===== src/rtl/sprite_table.sv =====
// Sprite attribute table with a fixed-length scanline scan that streams
// up to MAX_PER_LINE intersecting sprites in ascending index order.
module sprite_table #(
    parameter int NUM_SPRITES  = 32,
    parameter int SPR_H        = 16,
    parameter int MAX_PER_LINE = 4
) (
    input  logic       clk,
    input  logic       reset,
    input  logic       sprite_we,
    input  logic [4:0] sprite_sel,
    input  logic [9:0] sprite_x,
    input  logic [8:0] sprite_y,
    input  logic       sprite_vis,
    input  logic       sprite_attr,
    input  logic       sprite_pos,
    input  logic       scan_start,
    input  logic [8:0] scan_line,
    output logic       scan_busy,
    output logic       hit_valid,
    output logic [4:0] hit_index,
    output logic [9:0] hit_x,
    output logic [3:0] hit_row,
    output logic       hit_pos,
    output logic       scan_done,
    output logic       overflow
);
    localparam int CW = $clog2(MAX_PER_LINE + 1);

    typedef enum logic {IDLE, SCAN} state_t;

    typedef struct packed {
        logic [9:0] x;
        logic [8:0] y;
        logic       vis;
        logic       attr;
        logic       pos;
    } entry_t;

    entry_t table_reg [NUM_SPRITES];

    state_t     state_reg, state_next;
    logic [4:0] idx_reg, idx_next;
    logic [CW-1:0] count_reg, count_next;
    logic [8:0] line_reg, line_next;
    logic       ovf_reg, ovf_next;
    logic       done_reg, done_next;
    logic       hv_reg;
    logic [4:0] hidx_reg;
    logic [9:0] hx_reg;
    logic [3:0] hrow_reg;
    logic       hpos_reg;

    entry_t     cur;
    logic [9:0] y_end;
    logic [8:0] diff;
    logic [3:0] row;
    logic       match;
    logic       emit;

    always_ff @(posedge clk) begin
        if (reset) begin
            for (int i = 0; i < NUM_SPRITES; i++) begin
                table_reg[i] <= '0;
            end
        end else if (sprite_we) begin
            table_reg[sprite_sel] <= entry_t'{x: sprite_x, y: sprite_y, vis: sprite_vis,
                                              attr: sprite_attr, pos: sprite_pos};
        end
    end

    // Intersection test; y_end is one bit wider so sprites near the bottom never wrap to the top.
    always_comb begin
        cur   = table_reg[idx_reg];
        y_end = {1'b0, cur.y} + 10'(SPR_H);
        diff  = line_reg - cur.y;
        match = cur.vis && (line_reg >= cur.y) && ({1'b0, line_reg} < y_end);
        row   = cur.attr ? (4'(SPR_H - 1) - diff[3:0]) : diff[3:0];
    end

    always_comb begin
        state_next = state_reg;
        idx_next   = idx_reg;
        count_next = count_reg;
        line_next  = line_reg;
        ovf_next   = ovf_reg;
        done_next  = 1'b0;
        emit       = 1'b0;
        case (state_reg)
            IDLE: begin
                if (scan_start) begin
                    state_next = SCAN;
                    line_next  = scan_line;
                    idx_next   = '0;
                    count_next = '0;
                    ovf_next   = 1'b0;
                end
            end
            SCAN: begin
                if (match) begin
                    if (count_reg < CW'(MAX_PER_LINE)) begin
                        emit       = 1'b1;
                        count_next = count_reg + 1'b1;
                    end else begin
                        ovf_next = 1'b1;
                    end
                end
                if (idx_reg == 5'(NUM_SPRITES - 1)) begin
                    state_next = IDLE;
                    done_next  = 1'b1;
                end else begin
                    idx_next = idx_reg + 1'b1;
                end
            end
            default: state_next = IDLE;
        endcase
    end

    always_ff @(posedge clk) begin
        if (reset) begin
            state_reg <= IDLE;
            idx_reg   <= '0;
            count_reg <= '0;
            line_reg  <= '0;
            ovf_reg   <= 1'b0;
            done_reg  <= 1'b0;
            hv_reg    <= 1'b0;
            hidx_reg  <= '0;
            hx_reg    <= '0;
            hrow_reg  <= '0;
            hpos_reg  <= 1'b0;
        end else begin
            state_reg <= state_next;
            idx_reg   <= idx_next;
            count_reg <= count_next;
            line_reg  <= line_next;
            ovf_reg   <= ovf_next;
            done_reg  <= done_next;
            hv_reg    <= emit;
            if (emit) begin
                hidx_reg <= idx_reg;
                hx_reg   <= cur.x;
                hrow_reg <= row;
                hpos_reg <= cur.pos;
            end
        end
    end

    assign scan_busy = (state_reg == SCAN);
    assign hit_valid = hv_reg;
    assign hit_index = hidx_reg;
    assign hit_x     = hx_reg;
    assign hit_row   = hrow_reg;
    assign hit_pos   = hpos_reg;
    assign scan_done = done_reg;
    assign overflow  = ovf_reg;
endmodule


===== config.mk =====
export PLATFORM = sky130hd
export DESIGN_NAME = sprite_table
export DESIGN_NICKNAME = d
export VERILOG_FILES = /design/src/rtl/sprite_table.sv
export SDC_FILE = /design/constraint.sdc
export NUM_CORES = 1
export LEC_CHECK = 0
export ABC_AREA = 1
export ABC_CLOCK_PERIOD_IN_PS = 5200
export BUFFER_PORTS_ARGS = -buffer_cell sky130_fd_sc_hd__buf_2
export CAP_MARGIN = 20
export CORE_MARGIN = 1.5
export CORE_UTILIZATION = 60
export DETAILED_ROUTE_END_ITERATION = 16
export PLACE_DENSITY = 0.78
export RECOVER_POWER = 100
export SYNTH_ARGS = -nofsm -noshare
export SYNTH_HDL_FRONTEND = slang
export SYNTH_SLANG_ARGS = --single-unit

===== constraint.sdc =====
create_clock -name clk -period 5.2 [get_ports clk]
set_clock_uncertainty 0.05 [all_clocks]
set_input_delay 0.52 -clock clk [delete_from_list [all_inputs] [get_ports clk]]
set_output_delay 0.52 -clock clk [all_outputs]
set_load 0.03 [all_outputs]

==> results.json <==
{
  "finalCriticalPeriod_ps": 4720,
  "fin_crit_sh": 0.908,
  "synth-xor-area-share": 0.00212,
  "postCtsResizedCells": 0,
  "crit_arrival_ps": 5240,
  "grt_pass1_wl_microns": 146000,
  "vdd_drop_max_uv": 273,
  "p_seq_frac": 0.514,
  "via_per_inst": 6.51,
  "die_area_sq_um": 56600,
  "die_h_microns": 238,
  "antenna_found_initial": 4,
  "synth_top_family_by_area": "simple AND/OR/NAND/NOR gates",
  "violations": "capacitance limit, slew limit",
  "critPathRequiredTime_ps": 5710,
  "drc": 0,
  "finalHoldViolations": 0,
  "first_pass_iters": 7,
  "r2r_cells": 23,
  "postCtsSetupRepairBufs": 0,
  "post_synth_num_cell_types": 37,
  "whs_path_depth": 3,
  "cp_max_fo": 105,
  "max_slew.worst_pin.slew_ps": 1590,
  "fin_setup_tns_ps": 0,
  "final_common_cell": "nor2_1",
  "wirelength_microns": 98700,
  "drv_cap": 2,
  "grt_pass1_vias": 24500,
  "synth-seq-cells": 750,
  "final_cell_mix": "1034 x nor2_1, 704 x edfxtp_1, 350 x nand2_1",
  "rows": 85,
  "synth-seq-area-share": 0.666,
  "p_sw_mw": 3.32,
  "cts-htree-levels": 3,
  "cts_buffers": 76,
  "cts_num_sinks": 750,
  "instances_no_fill": 3943,
  "area_growth_syn_to_layout_pct": 9.36,
  "cts_hold_buffers": 0,
  "largest_reg_flops": 704,
  "boundaryPins": 64,
  "synthMuxAreaShare": 0,
  "clkPwrFrac": 0.398,
  "drive_above_1_share": 0.0647,
  "swShare": 0.243,
  "drt_iter0_markers": 4082,
  "cts-root-buf": "clkbuf_16",
  "p_int_mw": 10.3,
  "overflow": 0,
  "cts_tree": "yes",
  "syn_area_per_cell_sq_um": 10.2,
  "finalMaxSlewViolations": 43,
  "synth_compound_area_frac": 0.0877,
  "grt_usage": 0.346,
  "fin_hold_ws_ps": 109,
  "clock_latency_ps": 630,
  "startpoint_type": "flip-flop",
  "nets": 3249,
  "yosys_warnings": 0,
  "wl_per_cell_microns": 25.0,
  "syn_area_sq_um": 33100,
  "power_frac_comb": 0.087,
  "power_density_nw_per_um2": 377,
  "max_clock_freq_ghz": 0.212,
  "grt_max_degree": 122,
  "fp.dieW_microns": 238,
  "syn_inst": 3232,
  "status": "complete, but fails checks",
  "path_class": "reg -> reg",
  "ant_nets": 0,
  "min_path_type": "in -> reg",
  "core_sq_um": 54200,
  "io_buffers": 63,
  "syn-num-nets": 3291,
  "rsz0062_at_grt": "no",
  "vias": 25700,
  "synthAdderAreaFrac": 0.00740,
  "dp.cells": 3791,
  "synth_simple_gate_area_share": 0.193,
  "setup_viol": 0,
  "max-clock-path-buffers": 3,
  "relSlewSlack": -0.0593,
  "postLayoutCoreUtil": 0.668,
  "fillerInstances": 4117,
  "gp_congestion": 0.923,
  "start_util": 0.611,
  "worstSetupEndpointType": "flip-flop",
  "leakagePower_nw": 13.3,
  "dp_hpwl_microns": 57100,
  "cts.clk_slew.worst_paths_ps": 60
}
[worst max-delay path, stage by stage, from the launching register on]
cell and delay (ps):
dfxtp_4 470, inv_8 520, buf_4 530, nor2_1 100, o221ai_1 220, nand3_1 110, a32oi_1 360, ha_1 250
inv_1 70, fa_1 420, nand2_1 70, inv_1 50, nand3_1 70, nand3_1 80, a21oi_1 130, nor2_1 50
o21ai_0 150, nand2_1 70, nand2_1 200, nand3_2 80, buf_4 270, nand2_1 120, nand2_1 50, nor2_1 120
[cell usage after synthesis, drive strengths merged]
| cell type | count | area share |
|---|---|---|
| o22ai | 30 | 0.0057 |
| clkinv | 1 | 0.00011 |
| fa | 1 | 0.00060 |
| dfxtp | 46 | 0.028 |
| nor2 | 1035 | 0.12 |
| a31oi | 3 | 0.00057 |
| edfxtp | 704 | 0.64 |
| a21oi | 35 | 0.0057 |
| nand3 | 215 | 0.033 |
| a221oi | 1 | 0.00026 |
| o211ai | 18 | 0.0041 |
| clkbuf | 233 | 0.026 |
| nand4 | 7 | 0.0013 |
| ha | 18 | 0.0068 |
| o221ai | 98 | 0.026 |
| a211oi | 1 | 0.00023 |
| o2111ai | 1 | 0.00026 |
| o311ai | 1 | 0.00026 |
| o21ai | 290 | 0.044 |
| buf | 56 | 0.0098 |
| nand2 | 350 | 0.040 |
| nor4b | 1 | 0.00026 |
| xnor2 | 5 | 0.0013 |
| xor2 | 3 | 0.00079 |
| a32oi | 1 | 0.00026 |
| a32o | 2 | 0.00060 |
| inv | 64 | 0.0073 |
| nor3 | 12 | 0.0018 |
[logic make-up (layout without fill, tap and decap cells)]
group,after synthesis,count (layout)
buf+inv,354,368
compound gates,481,481
other cells,0,1
flops,750,750
fa+ha+maj,19,19
xor+xnor,8,8
simple gates,1620,1620
[power by group through the flow]
stage          clock network (mW)  logic (mW)  registers (mW)
2_1_floorplan                   0       0.744            7.11
3_3_place_gp                    0        1.12            7.14
3_5_place_dp                    0        1.16            7.15
4_1_cts                      5.44        1.17            7.02
5_1_grt                      5.68        1.28            7.05
6_report                     5.44        1.19            7.03
[area by class of cell]
class                      count  area, sq um  share of cell area
sequential                   750        22100               0.609
multi-input combinational   2128         9610               0.265
clock buffer                 102         2150              0.0593
timing repair buffer         169          972              0.0268
tap                          696          871              0.0240
clock inverter                32          289             0.00798
inverter                      65          254             0.00701
antenna                        1         2.50           0.0000691
[metrics by stage]
step	instance area, sq um	setup WS (ps)	total power [mW]
finish	36200	478	13.7
global placement	33800	732	8.26
global route	36200	140	14.0
CTS	36400	581	13.6
detailed placement	33900	586	8.31
floorplan	33100	1300	7.85
[path summary, 6_finish.rpt]
path,end,startpoint,slack [ps]
worst min-delay path,line_reg[2],scan_line[2],110
worst max-delay path,hit_x[8],flip-flop,480
worst min register to register,scan_done,scan_busy,440
worst max register to register,hit_x[8],flip-flop,480
[layer usage]
metal  part of all wire  track usage  up-vias  routed length (microns)
met4              0.063        0.193        6                     6220
li1                   -            -    11100                        -
met2               0.47        0.543     1883                    45900
met3               0.12       0.0737      363                    12000
met1               0.35        0.453    12300                    34600
met5            0.00035            0        -                       35
Power figures use the tool's default switching activity.
